<file path="config.mk">
export PLATFORM = sky130hd
export DESIGN_NAME = router_fsm_ctrl
export DESIGN_NICKNAME = d
export VERILOG_FILES = /design/src/rtl/router_pkg.sv /design/src/rtl/router_fsm_ctrl.sv
export SDC_FILE = /design/constraint.sdc
export NUM_CORES = 1
export LEC_CHECK = 0
export ABC_CLOCK_PERIOD_IN_PS = 1900
export CAP_MARGIN = 25
export CORE_MARGIN = 5
export CORE_UTILIZATION = 38
export CTS_BUF_LIST = sky130_fd_sc_hd__clkbuf_8
export DETAILED_ROUTE_END_ITERATION = 16
export RECOVER_POWER = 50
export SETUP_SLACK_MARGIN = 0.05
export SYNTH_ARGS = -nofsm -noshare
export SYNTH_HDL_FRONTEND = slang
export SYNTH_SLANG_ARGS = --single-unit
</file>
<file path="constraint.sdc">
create_clock -name clk -period 1.9 [get_ports clk]
set_input_delay 0.285 -clock clk [delete_from_list [all_inputs] [get_ports clk]]
set_output_delay 0.285 -clock clk [all_outputs]
set_load 0.005 [all_outputs]
</file>
<file path="src/rtl/router_pkg.sv">
// Shared definitions for the 1x3 router: port addressing and the packet-sequencing state set.
package router_pkg;

    localparam int ADDR_W    = 2;
    localparam int NUM_PORTS = 3;

    localparam logic [ADDR_W-1:0] ADDR_PORT0   = 2'b00;
    localparam logic [ADDR_W-1:0] ADDR_PORT1   = 2'b01;
    localparam logic [ADDR_W-1:0] ADDR_PORT2   = 2'b10;
    localparam logic [ADDR_W-1:0] ADDR_INVALID = 2'b11;

    typedef enum logic [2:0] {
        DECODE_ADDRESS     = 3'd0,
        LOAD_FIRST_DATA    = 3'd1,
        LOAD_DATA          = 3'd2,
        FIFO_FULL_STATE    = 3'd3,
        LOAD_AFTER_FULL    = 3'd4,
        LOAD_PARITY        = 3'd5,
        CHECK_PARITY_ERROR = 3'd6,
        WAIT_TILL_EMPTY    = 3'd7
    } router_state_t;

    // Picks one per-port flag by address; the invalid address never selects anything.
    function automatic logic port_bit(input logic [NUM_PORTS-1:0] vec,
                                      input logic [ADDR_W-1:0]    addr);
        logic sel;
        case (addr)
            ADDR_PORT0: sel = vec[0];
            ADDR_PORT1: sel = vec[1];
            ADDR_PORT2: sel = vec[2];
            default:    sel = 1'b0;
        endcase
        return sel;
    endfunction

endpackage

</file>
<file path="src/rtl/router_fsm_ctrl.sv">
// Packet-sequencing controller for the 1x3 router: header decode, byte load strobes,
// source throttling, and packet abort on destination soft reset or drain timeout.
//
// state              | meaning
// DECODE_ADDRESS     | idle, waiting for a valid header
// LOAD_FIRST_DATA    | header byte written to the FIFO
// LOAD_DATA          | payload bytes streaming
// FIFO_FULL_STATE    | destination full, source held
// LOAD_AFTER_FULL    | byte held during full is written
// LOAD_PARITY        | parity byte written
// CHECK_PARITY_ERROR | internal parity registers cleared
// WAIT_TILL_EMPTY    | destination still draining a previous packet
module router_fsm_ctrl
    import router_pkg::*;
#(
    parameter int WAIT_MAX = 63,
    parameter int CNT_W    = 8
) (
    input  logic              clk,
    input  logic              reset_in,
    input  logic              pkt_valid,
    input  logic [ADDR_W-1:0] data_in,
    input  logic              fifo_full,
    input  logic              fifo_empty_0,
    input  logic              fifo_empty_1,
    input  logic              fifo_empty_2,
    input  logic              soft_rst_0,
    input  logic              soft_rst_1,
    input  logic              soft_rst_2,
    input  logic              parity_done,
    input  logic              low_pkt_valid,
    output logic              detect_add,
    output logic              write_en_reg,
    output logic              ld_state,
    output logic              lfd_state,
    output logic              laf_state,
    output logic              full_state,
    output logic              rst_int_reg,
    output logic              busy,
    output logic              drop_pkt
);

    router_state_t     state;
    router_state_t     state_nxt;
    logic [ADDR_W-1:0] addr_q;
    logic [CNT_W-1:0]  wait_cnt;

    logic [NUM_PORTS-1:0] empty_vec;
    logic [NUM_PORTS-1:0] soft_vec;
    logic                 header_ok;
    logic                 empty_hdr;
    logic                 empty_sel;
    logic                 soft_sel;
    logic                 wait_done;
    logic                 drop_nxt;
    logic                 addr_ld;

    assign empty_vec = {fifo_empty_2, fifo_empty_1, fifo_empty_0};
    assign soft_vec  = {soft_rst_2, soft_rst_1, soft_rst_0};

    assign header_ok = pkt_valid && (data_in != ADDR_INVALID);
    assign empty_hdr = port_bit(empty_vec, data_in);
    assign empty_sel = port_bit(empty_vec, addr_q);
    assign soft_sel  = port_bit(soft_vec, addr_q);
    assign wait_done = (wait_cnt == CNT_W'(WAIT_MAX - 1));
    assign addr_ld   = (state == DECODE_ADDRESS) && header_ok;

    always_ff @(posedge clk or negedge reset_in) begin
        if (!reset_in) begin
            state    <= DECODE_ADDRESS;
            addr_q   <= ADDR_PORT0;
            wait_cnt <= '0;
            drop_pkt <= 1'b0;
        end else begin
            state    <= state_nxt;
            drop_pkt <= drop_nxt;
            if (addr_ld) begin
                addr_q <= data_in;
            end
            // Cleared on every accepted header so a fresh wait always starts from zero.
            if (addr_ld) begin
                wait_cnt <= '0;
            end else if ((state == WAIT_TILL_EMPTY) && (wait_cnt != '1)) begin
                wait_cnt <= wait_cnt + CNT_W'(1);
            end
        end
    end

    always_comb begin
        state_nxt = state;
        drop_nxt  = 1'b0;
        // A soft reset on the addressed port aborts whatever the packet was doing.
        if ((state != DECODE_ADDRESS) && soft_sel) begin
            state_nxt = DECODE_ADDRESS;
            drop_nxt  = 1'b1;
        end else begin
            case (state)
                DECODE_ADDRESS: begin
                    if (header_ok) begin
                        state_nxt = empty_hdr ? LOAD_FIRST_DATA : WAIT_TILL_EMPTY;
                    end
                end
                LOAD_FIRST_DATA: state_nxt = LOAD_DATA;
                LOAD_DATA: begin
                    if (fifo_full) begin
                        state_nxt = FIFO_FULL_STATE;
                    end else if (!pkt_valid) begin
                        state_nxt = LOAD_PARITY;
                    end
                end
                FIFO_FULL_STATE: begin
                    if (!fifo_full) begin
                        state_nxt = LOAD_AFTER_FULL;
                    end
                end
                LOAD_AFTER_FULL: begin
                    if (parity_done) begin
                        state_nxt = DECODE_ADDRESS;
                    end else if (low_pkt_valid) begin
                        state_nxt = LOAD_PARITY;
                    end else begin
                        state_nxt = LOAD_DATA;
                    end
                end
                LOAD_PARITY: state_nxt = CHECK_PARITY_ERROR;
                CHECK_PARITY_ERROR: begin
                    state_nxt = fifo_full ? FIFO_FULL_STATE : DECODE_ADDRESS;
                end
                WAIT_TILL_EMPTY: begin
                    if (empty_sel) begin
                        state_nxt = LOAD_FIRST_DATA;
                    end else if (wait_done) begin
                        state_nxt = DECODE_ADDRESS;
                        drop_nxt  = 1'b1;
                    end
                end
                default: state_nxt = DECODE_ADDRESS;
            endcase
        end
    end

    always_comb begin
        detect_add   = 1'b0;
        write_en_reg = 1'b0;
        ld_state     = 1'b0;
        lfd_state    = 1'b0;
        laf_state    = 1'b0;
        full_state   = 1'b0;
        rst_int_reg  = 1'b0;
        busy         = 1'b0;
        case (state)
            DECODE_ADDRESS: detect_add = 1'b1;
            LOAD_FIRST_DATA: begin
                lfd_state = 1'b1;
                busy      = 1'b1;
            end
            LOAD_DATA: begin
                ld_state     = 1'b1;
                write_en_reg = 1'b1;
            end
            FIFO_FULL_STATE: begin
                full_state = 1'b1;
                busy       = 1'b1;
            end
            LOAD_AFTER_FULL: begin
                laf_state    = 1'b1;
                write_en_reg = 1'b1;
                busy         = 1'b1;
            end
            LOAD_PARITY: begin
                write_en_reg = 1'b1;
                busy         = 1'b1;
            end
            CHECK_PARITY_ERROR: begin
                rst_int_reg = 1'b1;
                busy        = 1'b1;
            end
            WAIT_TILL_EMPTY: busy = 1'b1;
            default: detect_add = 1'b1;
        endcase
    end

endmodule

</file>
==> results of run 1 <==
==> worst paths after layout <==
path / slack (ns) / endpoint / cells after the start
worst max-delay path: 0.24 / state[0]$_DFFE_PN0P_ / 4
worst min-delay path: 0.50 / wait_cnt[3]$_DFFE_PN0P_ / 1
worst max register to register: 0.24 / state[0]$_DFFE_PN0P_ / 4
worst min register to register: 0.56 / wait_cnt[0]$_DFFE_PN0P_ / 1
max in group asynchronous: 0.96 / state[1]$_DFFE_PN0P_ / 1
min in group clk: 0.56 / wait_cnt[0]$_DFFE_PN0P_ / 1
==> routing by layer <==
metal,global-route usage (%),routed length (µm),part of all wire [%]
met5,0,0,0
met1,20.10,1228,49
met3,5.031,131,5.2
met2,21.15,1159,46
met4,2.727,10,0.40
==> power by group <==
part / internal (mW) / total [mW] / switching [mW]
Sequential: 0.371 / 0.449 / 0.0787
Combinational: 0.420 / 0.811 / 0.391
Clock: 0.183 / 0.290 / 0.106
Total: 0.974 / 1.55 / 0.575
==> repair_timing <==
item,in CTS,in global routing
endpoints found under the setup margin,7,5
resized for setup,7,6
gates cloned,0,0
==> metrics by stage <==
step	power [mW]	setup slack, ns	instances	hold slack [ns]	cell area (µm²)
2_1_floorplan	0.9063	0.4386	112	-0.01059	1005
3_3_place_gp	1.243	0.1235	164	0.5420	1266
3_5_place_dp	1.246	0.1776	164	0.5452	1266
4_1_cts	1.574	0.03367	168	0.4499	1336
5_1_grt	1.664	0.1433	168	0.5618	1341
6_report	1.550	0.2422	168	0.4964	1341
==> cells by family after synthesis <==
kind of cell	synth area share (%)
and+or+nand+nor	28.64
adders and majority gates	2.490
AOI/OAI and AO/OA	24.28
xor gates and xnor gates	2.616
muxes	2.989
DFF	34.87
buffers and inverters	4.109
==> registers in the layout, summed over array words and instances (netlist names) <==
name and flops:
state 3, addr_q 2, wait_cnt 8, drop_pkt 1
==> worst max-delay path: cells and delay by family, from the launching register on <==
kind	cells	cell delay [ns]
AOI/OAI and AO/OA	1	0.37
and+or+nand+nor	3	0.74
DFF	1	0.44
==> cell type report <==
type,count,area [µm²],share of cell area (%)
sequential,14,351.6,26.21
clock buffer,4,55.05,4.104
tap,30,37.54,2.798
timing repair buffer,26,262.8,19.59
inverter,4,15.01,1.119
multi-input combinational,90,619.3,46.18
==> layout by cell type, fill, tap and decap left out, drive strengths merged, types with 4 or more instances in the layout <==
cell type,count
dfrtp,14
buf,4
clkbuf,4
and3,4
inv,4
nand2,9
nand3b,4
clkdlybuf4s50,13
nor2,12
o21ai,12
nand3,5
==> impl_metrics.yaml, run 1 <==
worst_setup_path:
  end_kind: "flop"
  cp-startpoint: "wait_cnt[4]$_DFFE_PN0P_"
  cp_slowest_cell: "dfrtp_1"
  crit_required_ns: 2.03
  critPathMaxStageDelay_ns: 0.44
  critPathMaxFanout: 5
  crit_type: "reg2reg"
  regToRegStartpoint: "wait_cnt[4]$_DFFE_PN0P_"
  worstSetupStartpointType: "flop"
  arrival_ns: 1.79
  crit_path_cell_trace: "nand4_1, nor4b_1, nor2_1, o311a_1"
detailed_routing:
  via_count: 935
  ant_nets: 0
  first_pass_iters: 4
  vias_per_cell: 5.565
  wl_per_cell_um: 15.06
  drc: 0
  drt-total-wl_um: 2530
  first_iter_violations: 25
die:
  die_area_um2: 3772
  boundaryPins: 23
  fp.dieW_um: 61.42
  rows: 18
  core_um2: 2500
  floorplan.initialDensity_pct: 40.19
  die_height_um: 61.42
grt:
  overflow: 0
  grt_max_degree: 15
  grt_pass1_wl_um: 3953
  grt_pass1_vias: 844
  grt_usage_pct: 14.22
  grt_antenna_before_repair: 0
synth:
  synth_warnings: 0
  synth_edf_count: 0
  yosys-top-cells-area: "dfrtp_1, o21ai_0, nor2_1"
  synth.top_cell.area_share_pct: 34.87
  yosys-top-cells-count: "dfrtp_1, nor2_1, o21ai_0"
  ys_seq_area_share_pct: 34.87
  syn-cell-area_um2: 1005
  syn_inst: 112
  yosysMostFrequentCell: "dfrtp_1"
  yosys.area.top_type: "dfrtp_1"
  ys.flop_type: "dfrtp_1"
  syn_nets: 128
  async_flop_share_pct: 100.0
  yosysUniqueCellTypes: 46
  ys_ff_latch: 14
  avgSynthCellArea_um2: 8.971
timing:
  post-route-period-util_pct: 87.25
  finalSetupTns_ns: 0
  rsz0062_at_grt: "no"
  clock_skew_ns: 0.004158
  slew_viol_final: 0
  fmax_ghz: 0.6032
  relSlewSlack_pct: 58.04
  min_period_ns: 1.658
  hold_violations: 0
  setup_viol: 0
  worstMarginPinSlew_ns: 0.6274
placement:
  dp_hpwl_um: 1937
  gp_congestion: 0.8254
  port_buffers: 22
pwr:
  leakagePower_nw: 0.5872
  peakVddDrop_uv: 836.2
  p_per_area_nw_per_um2: 1156
layout:
  nFillCells: 232
  final_nets: 155
  area_growth_pct: 33.50
  drive_gt1_share_pct: 13.77
  n_antenna_cell: 0
  final_core_util_pct: 53.65
clock_tree:
  cts_setup_buffers: 0
  ctsHoldBuffers: 0
  clock_latency_ns: 0.24
  cts_tree: "built"
  numCtsBuffers: 3
  clock_sinks: 14
  path_clk_slew_ns: 0.06
  htree_levels: 1
  clk_path_buf_depth: 2
  cts_root_buf: "clkbuf_8"
min_path:
  min_path_type: "in2async"
run:
  cap_violations: 0
outcome:
  status: "completed"
(Power assumes the default switching activity.)
==> run 2: changes to the inputs <==
--- a/config.mk
+++ b/config.mk
@@ -10,6 +10,7 @@
 export CORE_MARGIN = 5
 export CORE_UTILIZATION = 38
 export CTS_BUF_LIST = sky130_fd_sc_hd__clkbuf_8
+export CTS_CLUSTER_SIZE = 28
 export DETAILED_ROUTE_END_ITERATION = 16
 export RECOVER_POWER = 50
 export SETUP_SLACK_MARGIN = 0.05
==> results of run 2 <==
Final layout, timing and power as in run 1 (identical DEF).
==> RTL change, RTL diff (settings of run 2) <==
`ADDR_W`: 2 -> 3.
--- a/src/rtl/router_pkg.sv
+++ b/src/rtl/router_pkg.sv
@@ -1,7 +1,7 @@
 // Shared definitions for the 1x3 router: port addressing and the packet-sequencing state set.
 package router_pkg;
 
-    localparam int ADDR_W    = 2;
+    localparam int ADDR_W    = 3;
     localparam int NUM_PORTS = 3;
 
     localparam logic [ADDR_W-1:0] ADDR_PORT0   = 2'b00;
Ports: changed (resized data_in); port bits go from 23 to 24. The function was not compared with the original's and may differ.
==> RTL change against run 2 <==
  * Total power increased by 14%
  * Sequential power increased by 22%
  * Worst setup slack got worse by 140 ps
  * Clock power decreased by 14%
  * Sequential cell count increased by 1
  * Design area increased by 2.1%
  * Synthesized area decreased by 1.4%
  * Routed wire length decreased by 8.9%
  * Combinational power increased by 20%
  * Largest power group unchanged
==> RTL change: results <==
[run_status]
status = "finished, final reports clean"

[worst_setup_path]
critPathMaxFanout = 11
critPathArrivalTime_ps = 1970
r2r_slack_ps = 100

[pwr]
seq-power_mw = 0.548
pg_clk_mw = 0.249
p_sw_mw = 0.665
max-vdd-ir-drop_v = 0.000636

[synthesis]
yosysSeqAreaShare_pct = 37.9
syn_inst = 113
synth_nets = 130
synth.top_cells.by_count = "nor2_1, dfrtp_1, nor3_1, xor2_1"
synth_area_leaders = "dfrtp_1, nor2_1, xor2_1, mux2i_1, nor3_1"
synth_cell_types = 39

[sta]
slew_headroom_pct = 46.1
finalCritPeriodShare_pct = 94.7

[global_routing]
grt_max_degree = 16
groute.usage.overall_pct = 14.4
grt_pass1_vias = 935

[finish]
layout-drive-gt1-share_pct = 15.0
largestRegisters = "wait_cnt x8, addr_q x3, state x3"

[place]
place_ws_ps = -128
dpl.hpwl_um = 1820

[detailed_routing]
drt_wl_total_um = 2310
via_per_inst = 5.36
drt-initial-drc-count = 37
-- RTL change: cell count changes in the layout (fill, tap and decap cells not counted), moves of 4 or more --
cell                    run 2  this run
nor3_1                      1         6
o21ai_0                    10         1
buf_4                       2         9
xor2_1                      0         6
a21oi_1                     1         5
clkdlybuf4s50_1            13        17
nand2_1                     9         5
nor2_1                     11        19
-- RTL change: worst paths after layout --
| path | start | to | cells after the start |
|---|---|---|---|
| worst max-delay path | state[2]$_DFFE_PN0P_ | state[2]$_DFFE_PN0P_ | 6 |
| worst min-delay path | wait_cnt[4]$_DFFE_PN0P_ | wait_cnt[4]$_DFFE_PN0P_ | 2 |
| worst max register to register | state[2]$_DFFE_PN0P_ | state[2]$_DFFE_PN0P_ | 6 |
| worst min register to register | wait_cnt[4]$_DFFE_PN0P_ | wait_cnt[4]$_DFFE_PN0P_ | 2 |
| max in group asynchronous | reset_in | state[1]$_DFFE_PN0P_ | 2 |
| min in group asynchronous | reset_in | wait_cnt[7]$_DFFE_PN0P_ | 2 |
-- RTL change: cells by family (layout without fill, tap and decap cells) --
| group | count (synthesis) | count (layout) | share of synthesized area (%) |
|---|---|---|---|
| adders and majority gates | 2 | 2 | 2.52 |
| buffers and inverters | 9 | 43 | 4.55 |
| xor gates and xnor gates | 7 | 7 | 6.19 |
| muxes | 5 | 5 | 5.30 |
| DFF | 15 | 15 | 37.9 |
| AOI/OAI and AO/OA | 15 | 15 | 10.5 |
| and+or+nand+nor | 60 | 60 | 33.1 |
-- RTL change: final cells by class --
cell class	instances	area, sq um	share of cell area (%)
clock buffer	3	41.3	3.02
inverter	5	18.8	1.37
tap	30	37.5	2.74
multi-input combinational	89	583	42.6
timing repair buffer	34	308	22.5
sequential	15	377	27.5
clock inverter	1	3.75	0.274
-- RTL change: per-stage QoR --
step / TNS (ps) / power (mW) / area, sq um / hold WS [ps]
floorplan: 0 / 1.10 / 991 / -10.6
finish: 0 / 1.77 / 1370 / 567
CTS: 0 / 1.80 / 1370 / 351
global placement: -135 / 1.50 / 1310 / 545
detailed placement: -128 / 1.50 / 1310 / 559
global route: 0 / 1.91 / 1370 / 621
-- RTL change: metal layers --
metal / track usage [%] / vias to the layer above / wire, um
li1: - / 470 / -
met1: 18.4 / 450 / 1060
met2: 22.1 / 26 / 1100
met3: 5.66 / 2 / 135
met4: 4.95 / 0 / 10
met5: 0 / - / 0
-- RTL change: what timing repair did --
| item | in CTS | in global routing |
|---|---|---|
| setup endpoints to repair | 7 | 6 |
| buffers inserted | 1 | 0 |
| resized for setup | 6 | 6 |
| pin swaps | 0 | 1 |
-- RTL change: worst max-delay path: stages, from the launching register on --
cell and delay, ps:
dfrtp_1 370, buf_4 170, or2b_4 220, nor2_1 40, or3b_1 350, or4_1 410
a21oi_1 160
